### config.mk
export PLATFORM = sky130hd
export DESIGN_NAME = melody_seq_ctrl
export DESIGN_NICKNAME = d
export VERILOG_FILES = /design/src/rtl/melody_seq_ctrl.sv
export SDC_FILE = /design/constraint.sdc
export NUM_CORES = 1
export LEC_CHECK = 0
export ABC_AREA = 1
export CAP_MARGIN = 20
export CORE_UTILIZATION = 45
export DETAILED_ROUTE_END_ITERATION = 7
export PLACE_DENSITY_LB_ADDON = 0.2
export SLEW_MARGIN = 0
export SYNTH_ARGS = -nofsm -noshare
export SYNTH_HDL_FRONTEND = slang
export SYNTH_SLANG_ARGS = --single-unit
### constraint.sdc
create_clock -name clk -period 4.8 [get_ports clk]
set_clock_uncertainty 0.1 [all_clocks]
set_input_delay 1.44 -clock clk [delete_from_list [all_inputs] [get_ports clk]]
set_output_delay 1.44 -clock clk [all_outputs]
set_load 0.02 [all_outputs]
### src/rtl/melody_seq_ctrl.sv
// Melody sequencer: records up to eight 4-bit notes with audible key feedback,
// plays the stored melody note/gap by note/gap, and mirrors it to an answer store.
module melody_seq_ctrl #(
   parameter int unsigned TICK_DIV = 5000000,
   parameter int unsigned GAP_DIV  = 1250000
) (
   input  logic        clk,
   input  logic        reset,
   input  logic        key_valid,
   input  logic [3:0]  key_note,
   input  logic        play_req,
   input  logic        clear_req,
   output logic [31:0] answer_out,
   output logic        answer_we,
   output logic [3:0]  note_count,
   output logic [3:0]  piezo_note,
   output logic        busy,
   output logic        full,
   output logic        done
);

   localparam int unsigned CNT_MAX = (TICK_DIV > GAP_DIV) ? TICK_DIV : GAP_DIV;
   localparam int unsigned CNT_W   = (CNT_MAX > 1) ? $clog2(CNT_MAX) : 1;
   localparam logic [CNT_W-1:0] TICK_LAST = CNT_W'(TICK_DIV - 1);
   localparam logic [CNT_W-1:0] GAP_LAST  = CNT_W'(GAP_DIV - 1);

   typedef enum logic [1:0] {
      IDLE,
      FEEDBACK,
      PLAY_NOTE,
      PLAY_GAP
   } state_t;

   state_t           state;
   logic [CNT_W-1:0] cnt;
   logic [2:0]       idx;
   logic [2:0]       idx_nxt;
   logic [2:0]       last_idx;
   logic [3:0]       slot_next;

   assign full      = (note_count == 4'd8);
   assign idx_nxt   = idx + 3'd1;
   assign last_idx  = 3'(note_count - 4'd1);
   assign slot_next = answer_out[{idx_nxt, 2'b00} +: 4];

   always_ff @(posedge clk or posedge reset) begin
      if (reset) begin
         state      <= IDLE;
         cnt        <= '0;
         idx        <= '0;
         answer_out <= '0;
         note_count <= '0;
         piezo_note <= '0;
         answer_we  <= 1'b0;
         busy       <= 1'b0;
         done       <= 1'b0;
      end else begin
         answer_we <= 1'b0;
         done      <= 1'b0;
         if (clear_req) begin
            // clear wins over everything and is itself a store update, so it strobes answer_we
            state      <= IDLE;
            cnt        <= '0;
            idx        <= '0;
            answer_out <= '0;
            note_count <= '0;
            piezo_note <= '0;
            busy       <= 1'b0;
            answer_we  <= 1'b1;
         end else begin
            case (state)
               IDLE, FEEDBACK: begin
                  if (play_req) begin
                     if (note_count != 4'd0) begin
                        state      <= PLAY_NOTE;
                        cnt        <= '0;
                        idx        <= '0;
                        piezo_note <= answer_out[3:0];
                        busy       <= 1'b1;
                     end else begin
                        done <= 1'b1;
                     end
                  end else if (key_valid && !full) begin
                     answer_out[{note_count[2:0], 2'b00} +: 4] <= key_note;
                     note_count <= note_count + 4'd1;
                     answer_we  <= 1'b1;
                     state      <= FEEDBACK;
                     cnt        <= '0;
                     piezo_note <= key_note;
                  end else if (state == FEEDBACK) begin
                     if (cnt == TICK_LAST) begin
                        state      <= IDLE;
                        cnt        <= '0;
                        piezo_note <= '0;
                     end else begin
                        cnt <= cnt + CNT_W'(1);
                     end
                  end
               end
               PLAY_NOTE: begin
                  if (cnt == TICK_LAST) begin
                     state      <= PLAY_GAP;
                     cnt        <= '0;
                     piezo_note <= '0;
                  end else begin
                     cnt <= cnt + CNT_W'(1);
                  end
               end
               PLAY_GAP: begin
                  if (cnt == GAP_LAST) begin
                     cnt <= '0;
                     if (idx == last_idx) begin
                        state <= IDLE;
                        idx   <= '0;
                        busy  <= 1'b0;
                        done  <= 1'b1;
                     end else begin
                        state      <= PLAY_NOTE;
                        idx        <= idx_nxt;
                        piezo_note <= slot_next;
                     end
                  end else begin
                     cnt <= cnt + CNT_W'(1);
                  end
               end
               default: state <= IDLE;
            endcase
         end
      end
   end

endmodule

==> results.txt, run 1 <==
placed cell areas: 5290 um2
Max Transition Viols Final: 0
CTS sink count: 71
CP Max Fanout: 8
Critical Path End Type: output pin
GRT busiest layer: met1
post-route design area: 5540 um2
worst min path class: reg -> reg
met1 GRT Util: 0.387
Top-Level Pins: 53
Antenna Cells: 0
hold_ws: 0.421 ns
final hold violations: 0
Yosys top cell area share: 0.379
Pwr Density: 371 nW/um2
Mean Syn Cell Area: 7.33 um2
CTS resizes: 0
Setup Viol. Count Final: 0
EDFF count, synth: 0
critical path arrival: 1.95 ns
Skew-Pair Late Insertion Delay: 0.35 ns
fin crit period: 3.49 ns
fillers: 961
Worst slew margin: 0.565
period utilisation layout: 0.728
CTS tree: yes
hold-fix buffer count after cts: 0
Post-synth ARST share: 1.00
Total Neg Setup Slack: 0 ns
Final Non-Filler Cells: 827
CTS clk-pin slew, worst paths: 0.08 ns
WS Path Type: reg -> out
CTS Buffer Depth: 2
Initial Util: 0.471
layout cells sized above 1: 0.128
detailed-placement wirelength estimate: 9970 um
die area: 10,800 um2
max cap viols: 0
first-pass GRT wire length: 22,000 um
final net count: 703
RSZ-0062 raised after global routing: false
register area share after synthesis: 0.379
Die Y: 104 um
Vias: 4,570
setup bufs post-CTS: 0
met3 Track Usage GR: 0.0464
gp weighted congestion: 0.966
row count: 36
vias in the first global route: 4,326
grt met2 use: 0.370
wire per inst: 16.0 um
P&R area growth vs syn: 18.1%
largest area contributor in the netlist: dfrtp_1
most common cell in the netlist: nand2_1
All-Layer GR Usage: 0.257
yosys warns: 0
post-synth net total: 654
pin count of the biggest net entering global routing: 30
Antenna Nets Post-Route: 0
status: finished, final reports clean
DR DRC count: 0
Num CTS Buffers: 9
Placed Instances: 811
Tot Pwr: 2.05 mW
Slew @ Worst Pin: 0.652 ns
synth top area cells: dfrtp_1 38%, nand2_1 14%, nand3_1 8.3%
crit-path cells: inv_2, ha_1, nand3_2, inv_1, clkdlybuf4s50_1
Synth Flop Type: dfrtp_1
Mapped Area: 4690 um2
Die Span X: 104 um
Largest delay share family, worst path: buffers and inverters
Distinct cells, synth: 36
slowest cell on the critical path: clkdlybuf4s50_1
Root Buffer: clkbuf_8
f_max: 286 MHz
CORE AREA: 9950 um2
port buffer count: 52
H-Tree Depth: 3
Post-synth top cells: 170 x nand2_1, 78 x nand3_1, 71 x dfrtp_1
Overflow after GRT: 0
slowest stage delay, CP: 0.59 ns
worst path buffer plus inverter count: 3
Max rail drop VDD: 0.180 mV
drt first pass iters: 5
Post-Syn Instances: 640
Vias/cell: 5.53
nature of the critical path startpoint: flip-flop
drt total wl: 13,200 um
initial drt markers: 390
antenna violations before repair: 0
critical path required time: 3.26 ns
Synth Register Bits: 71
P_leak: 2.39 nW
layout make-up:
cell class / count / area (um2) / area share
multi-input cells: 480 / 2530 / 0.457
clock inverters: 6 / 116 / 0.0210
inverters: 72 / 270 / 0.0488
repair buffers: 55 / 543 / 0.0980
well taps: 133 / 166 / 0.0300
flip-flops and latches: 71 / 1780 / 0.321
clock buffers: 10 / 138 / 0.0248
through the flow:
stage	worst slack, ns	util
floorplan	1.46	-
global placement	1.09	0.531
detailed placement	0.995	0.531
CTS	1.28	0.556
global route	1.14	0.556
finish	1.31	0.556
cell usage in the layout (no fill, tap or decap), drive strengths merged:
cell type      netlist  routed
o21bai               1       1
ha                   5       5
nand4               15      15
nand3               88      88
o21a                 2       2
nor2                73      73
bufinv               0       3
nand3b               2       2
o21ai               55      55
nand2              185     185
nor3                 8       8
clkinv               1       3
inv                 71      72
o22ai               11      11
dfrtp               71      71
clkbuf               0      10
buf                 17       3
xor2                14      14
xnor2                3       3
a21oi               13      13
o211ai               5       5
clkdlybuf4s50        0      52
per-layer routing:
layer / part of all wire / vias up
li1: - / 2188
met1: 0.48 / 2168
met2: 0.43 / 197
met3: 0.076 / 17
met4: 0.014 / 0
met5: 0 / -
flip-flops by register name, summed over array words and instances (netlist names), 2 cells and up:
name and cells:
idx 3, answer_out 32, cnt 23, state 2, piezo_note 4, note_count 4
worst register-to-register path: stages (launching register included):
cell and delay (ns):
dfrtp_1 0.62, ha_1 0.61, clkinv_1 0.34, a21oi_1 0.19
o21ai_0 0.12, nand3_1 0.11, nand3_1 0.11, nand3_1 0.12
o21ai_1 0.06
path summary, 6_finish.rpt:
| path | from | end | slack, ns | depth (start not counted) |
|---|---|---|---|---|
| max in group asynchronous | reset | piezo_note[0] | 2.48 | 3 |
| min | cnt[21] | cnt[21] | 0.42 | 2 |
| min reg2reg | cnt[21] | cnt[21] | 0.42 | 2 |
| min in group asynchronous | reset | note_count[3] | 1.38 | 2 |
| max reg2reg | idx[0] | piezo_note[1] | 2.30 | 8 |
| max | note_count[0] | full | 1.31 | 5 |
power by group:
group	leakage (nW)	total [mW]	internal, mW	switching [mW]
clock network	0.127	0.612	0.363	0.249
registers	0.970	0.757	0.660	0.0965
logic	1.29	0.684	0.234	0.450
kinds of logic (layout without fill, tap and decap cells):
group	Yosys count	in the layout	share of synthesized area
flops	71	71	0.379
buf+inv	89	143	0.0817
compound gates	87	87	0.114
xor+xnor	17	17	0.0350
fa+ha+maj	5	5	0.0133
simple gates	371	371	0.377
(Power assumes the default switching activity.)
==> run 2, diff against run 1 <==
==> constraint.sdc (replaced) <==
create_clock -name clk -period 3.4 [get_ports clk]
set_clock_uncertainty 0.1 [all_clocks]
set_input_delay 1.02 -clock clk [delete_from_list [all_inputs] [get_ports clk]]
set_output_delay 1.02 -clock clk [all_outputs]
set_load 0.02 [all_outputs]
==> results.txt, run 2 (same netlist as run 1, synthesis figures left out) <==
Max Transition Viols Final: 0
Overflow after GRT: 0
Largest register FFs: 32
commonest non-fill, non-tap cell in the layout: nand2_1
Total Neg Setup Slack: 0 ns
hold-fix buffer count after cts: 0
Vias/cell: 5.37
Worst slew margin: 0.584
nature of the critical path startpoint: flip-flop
f_max: 327 MHz
CTS sink count: 71
Slew @ Worst Pin: 0.624 ns
worst reg2reg path endpoint: answer_out[11]
row count: 36
CORE AREA: 9950 um2
Combinational Power Share: 0.357
Crit Reg-Reg Startpoint: note_count[0]
fillers: 980
first-pass GRT wire length: 21,900 um
gp weighted congestion: 0.955
P&R area growth vs syn: 17.5%
WS Path Type: reg -> out
cells on worst reg2reg path: 7
max cap viols: 0
sw frac: 0.409
final hold violations: 0
Clk network pwr share: 0.249
port buffer count: 52
CTS resizes: 0
Die Y: 104 um
layout cells sized above 1: 0.131
P_leak: 2.37 nW
worst setup path startpoint: note_count[0]
final net count: 706
Top-Level Pins: 53
worst min path class: reg -> reg
pin count of the biggest net entering global routing: 72
Antenna Cells: 0
Initial Util: 0.471
commonest non-fill, non-tap cells in the layout: 170 x nand2_1, 78 x nand3_1, 71 x dfrtp_1
antenna violations before repair: 0
Biggest register: answer_out
Max rail drop VDD: 0.279 mV
Skew-Pair Late Insertion Delay: 0.36 ns
drt total wl: 13,100 um
H-Tree Depth: 3
RSZ-0062 raised after global routing: false
CTS Buffer Depth: 2
Largest regs: answer_out x32, cnt x23
Antenna Nets Post-Route: 0
fin crit period: 3.06 ns
Critical Path End Type: output pin
Num CTS Buffers: 9
area of the multi-input gates: 2530 um2
Pwr Density: 494 nW/um2
wire per inst: 15.8 um
Setup Viol. Count Final: 0
Vias: 4,458
CTS tree: yes
r2r setup slk: 0.91 ns
initial drt markers: 340
detailed-placement wirelength estimate: 10,100 um
Die Span X: 104 um
die area: 10,800 um2
critical path required time: 2.28 ns
Sequential Power Share: 0.394
Worst setup endpoint: full
Root Buffer: clkbuf_8
period utilisation layout: 0.900
setup bufs post-CTS: 0
drt first pass iters: 4
critical path arrival: 1.94 ns
internal power: 1.61 mW
status: finished, final reports clean
reported net switching power: 1.11 mW
register area: 1780 um2
vias in the first global route: 4,321
All-Layer GR Usage: 0.258
DR DRC count: 0
CTS clk-pin slew, worst paths: 0.08 ns
hold_ws: 0.435 ns
CP Max Fanout: 8
[run 2: changes by cell type in the layout (fill, tap and decap cells not counted), sizes merged]
cell / before / now
buf: 3 / 6
bufinv: 3 / 1
clkinvlp: 0 / 1
inv: 72 / 71
clkinv: 3 / 5
[run 2: power groups by stage]
| stage | Sequential [mW] | Combinational [mW] | Clock [mW] |
|---|---|---|---|
| floorplan | 1.07 | 0.722 | 0 |
| global placement | 1.08 | 0.947 | 0 |
| detailed placement | 1.09 | 0.963 | 0 |
| CTS | 1.07 | 0.966 | 0.689 |
| global route | 1.09 | 1.08 | 0.731 |
| finish | 1.07 | 0.973 | 0.678 |
[run 2: worst min path at each step]
stage / from / endpoint / slack [ns] / depth (start not counted)
3_3_place_gp: cnt[21] / cnt[21] / 0.41 / 2
3_5_place_dp: cnt[21] / cnt[21] / 0.42 / 2
4_1_cts: cnt[21] / cnt[21] / 0.44 / 2
5_1_grt: cnt[0] / cnt[0] / 0.46 / 1
2_1_floorplan: cnt[21] / cnt[21] / 0.37 / 2
6_report: piezo_note[1] / piezo_note[1] / 0.43 / 2
[run 2: final cells by class]
class,count,area share
Sequential cell,71,0.323
Tap cell,133,0.0302
Inverter,72,0.0491
Clock buffer,10,0.0232
Clock inverter,6,0.0111
Multi-Input combinational cell,480,0.459
Timing Repair Buffer,58,0.105
[run 2: metal layers]
layer / global-route usage / wire length (um)
met2: 0.374 / 5630
met3: 0.0489 / 801
met1: 0.384 / 6530
met4: 0.0837 / 189
met5: 0 / 0
[run 2: worst max-delay path: stages, from the launching register on]
cell and delay, ns:
dfrtp_1 0.48, inv_2 0.11, ha_1 0.21, nand3_2 0.12, inv_1 0.07, clkdlybuf4s50_1 0.59
[run 2: stage by stage]
stage	cells	worst slack, ns	total power, mW	cell area [um2]	utilization
CTS	830	0.308	2.73	5510	0.553
finish	830	0.342	2.72	5510	0.553
global route	830	0.239	2.91	5510	0.553
floorplan	640	0.483	1.79	4690	-
global placement	814	0.501	2.03	5320	0.534
detailed placement	814	0.434	2.05	5320	0.534
==> run 3, diff against run 2 <==
--- a/config.mk
+++ b/config.mk
@@ -7,9 +7,9 @@
 export LEC_CHECK = 0
 export ABC_AREA = 1
 export CAP_MARGIN = 20
-export CORE_UTILIZATION = 45
+export CORE_UTILIZATION = 55
 export DETAILED_ROUTE_END_ITERATION = 7
-export PLACE_DENSITY_LB_ADDON = 0.2
+export PLACE_DENSITY = 0.86
 export SLEW_MARGIN = 0
 export SYNTH_ARGS = -nofsm -noshare
 export SYNTH_HDL_FRONTEND = slang
==> results.txt, run 3 (same netlist as run 1, synthesis figures left out) <==
Critical Path End Type: output pin
Total Neg Setup Slack: 0 ns
reported net switching power: 1.14 mW
f_max: 318 MHz
CTS resizes: 0
nature of the critical path startpoint: flip-flop
hold_sp: answer_out[18]
Num CTS Buffers: 9
max cap viols: 0
fin crit period: 3.14 ns
CORE AREA: 8220 um2
initial drt markers: 414
Vias: 4,662
WS Path Type: reg -> out
Combinational Power Share: 0.360
worst min path class: reg -> reg
P_leak: 2.39 nW
Antenna Cells: 0
Sequential Power Share: 0.389
RSZ-0062 raised after global routing: false
Antenna Nets Post-Route: 0
pin count of the biggest net entering global routing: 26
H-Tree Depth: 3
Top-Level Pins: 53
gp weighted congestion: 0.992
CTS clk-pin slew, worst paths: 0.08 ns
Largest register FFs: 32
Root Buffer: clkbuf_8
CTS sink count: 71
sw frac: 0.410
critical path required time: 2.28 ns
Largest delay share family, worst path: buffers and inverters
Die Y: 94.3 um
P&R area growth vs syn: 17.1%
internal power: 1.63 mW
register area: 1780 um2
Final Non-Filler Cells: 803
Overflow after GRT: 0
fillers: 711
hold-fix buffer count after cts: 0
crit-path cells: inv_2, ha_1, nand3_2, inv_1, clkdlybuf4s50_1
layout cells sized above 1: 0.132
Skew-Pair Late Insertion Delay: 0.36 ns
Vias/cell: 5.81
Initial Util: 0.571
Pwr Density: 504 nW/um2
port buffer count: 52
antenna violations before repair: 0
worst reg2reg path endpoint: answer_out[8]
commonest non-fill, non-tap cells in the layout: 170 x nand2_1, 78 x nand3_1, 71 x dfrtp_1
CP Max Fanout: 8
Setup Viol. Count Final: 0
Slew @ Worst Pin: 0.645 ns
area of the multi-input gates: 2530 um2
critical path arrival: 2.02 ns
final net count: 707
cells on worst reg2reg path: 7
final hold violations: 0
slowest stage delay, CP: 0.60 ns
worst path buffer plus inverter count: 3
CTS Buffer Depth: 2
hold depth: 2
wire per inst: 17.0 um
period utilisation layout: 0.924
first-pass GRT wire length: 22,400 um
row count: 33
setup bufs post-CTS: 0
Crit Reg-Reg Startpoint: note_count[0]
WHS Endpoint: answer_out[18]
All-Layer GR Usage: 0.328
slowest cell on the critical path: clkdlybuf4s50_1
Max Transition Viols Final: 0
commonest non-fill, non-tap cell in the layout: nand2_1
Worst slew margin: 0.570
die area: 8900 um2
r2r setup slk: 0.87 ns
DR DRC count: 0
status: finished, final reports clean
Placed Instances: 787
drt first pass iters: 5
vias in the first global route: 4,557
Die Span X: 94.3 um
Largest regs: answer_out x32, cnt x23
CTS tree: yes
Biggest register: answer_out
Max rail drop VDD: 0.261 mV
Clk network pwr share: 0.251
detailed-placement wirelength estimate: 10,400 um
drt total wl: 13,600 um
-- run 3: final cells by class --
type                    instances  share of cell area
clock buffers                  11              0.0257
inverters                      72              0.0492
repair buffers                 59               0.107
multi-input cells             480               0.460
flip-flops and latches         71               0.324
well taps                     105              0.0239
clock inverters                 5              0.0105
-- run 3: power groups by stage --
stage	combinational, mW	clock, mW	sequential (mW)
floorplan	0.722	0	1.07
global placement	0.950	0	1.08
detailed placement	0.972	0	1.09
CTS	0.979	0.693	1.07
global route	1.10	0.732	1.09
finish	0.995	0.695	1.08
-- run 3: per-stage QoR --
stage / hold slack, ns / setup slack, ns / total power [mW] / area [um2] / util
finish: 0.427 / 0.260 / 2.77 / 5490 / 0.668
global route: 0.445 / 0.200 / 2.92 / 5490 / 0.668
CTS: 0.420 / 0.276 / 2.74 / 5490 / 0.668
global placement: 0.389 / 0.393 / 2.03 / 5290 / 0.644
floorplan: 0.371 / 0.483 / 1.79 / 4690 / -
detailed placement: 0.400 / 0.311 / 2.06 / 5290 / 0.644
-- run 3: worst max-delay path by stage --
| stage | slack (ns) | from | to | cells past startpoint |
|---|---|---|---|---|
| finish | 0.26 | note_count[0] | full | 5 |
| global route | 0.20 | note_count[0] | full | 5 |
| CTS | 0.28 | note_count[0] | full | 5 |
| detailed placement | 0.31 | clear_req | cnt[20] | 10 |
| global placement | 0.39 | clear_req | cnt[14] | 10 |
| floorplan | 0.48 | reset | answer_out[0] | 1 |
-- run 3: worst register-to-register path, cell delays in order (launching register included) --
cell and delay [ns]:
dfrtp_1 0.55, inv_2 0.09, ha_1 0.26, ha_1 0.49, nand4_1 0.35, o21ai_2 0.33, o21ai_0 0.14, o21a_1 0.12
-- run 3: metal layers --
layer / track usage / wire length, um
met1: 0.424 / 5690
met3: 0.0510 / 1040
met2: 0.551 / 6670
met5: 0 / 0
met4: 0.124 / 239
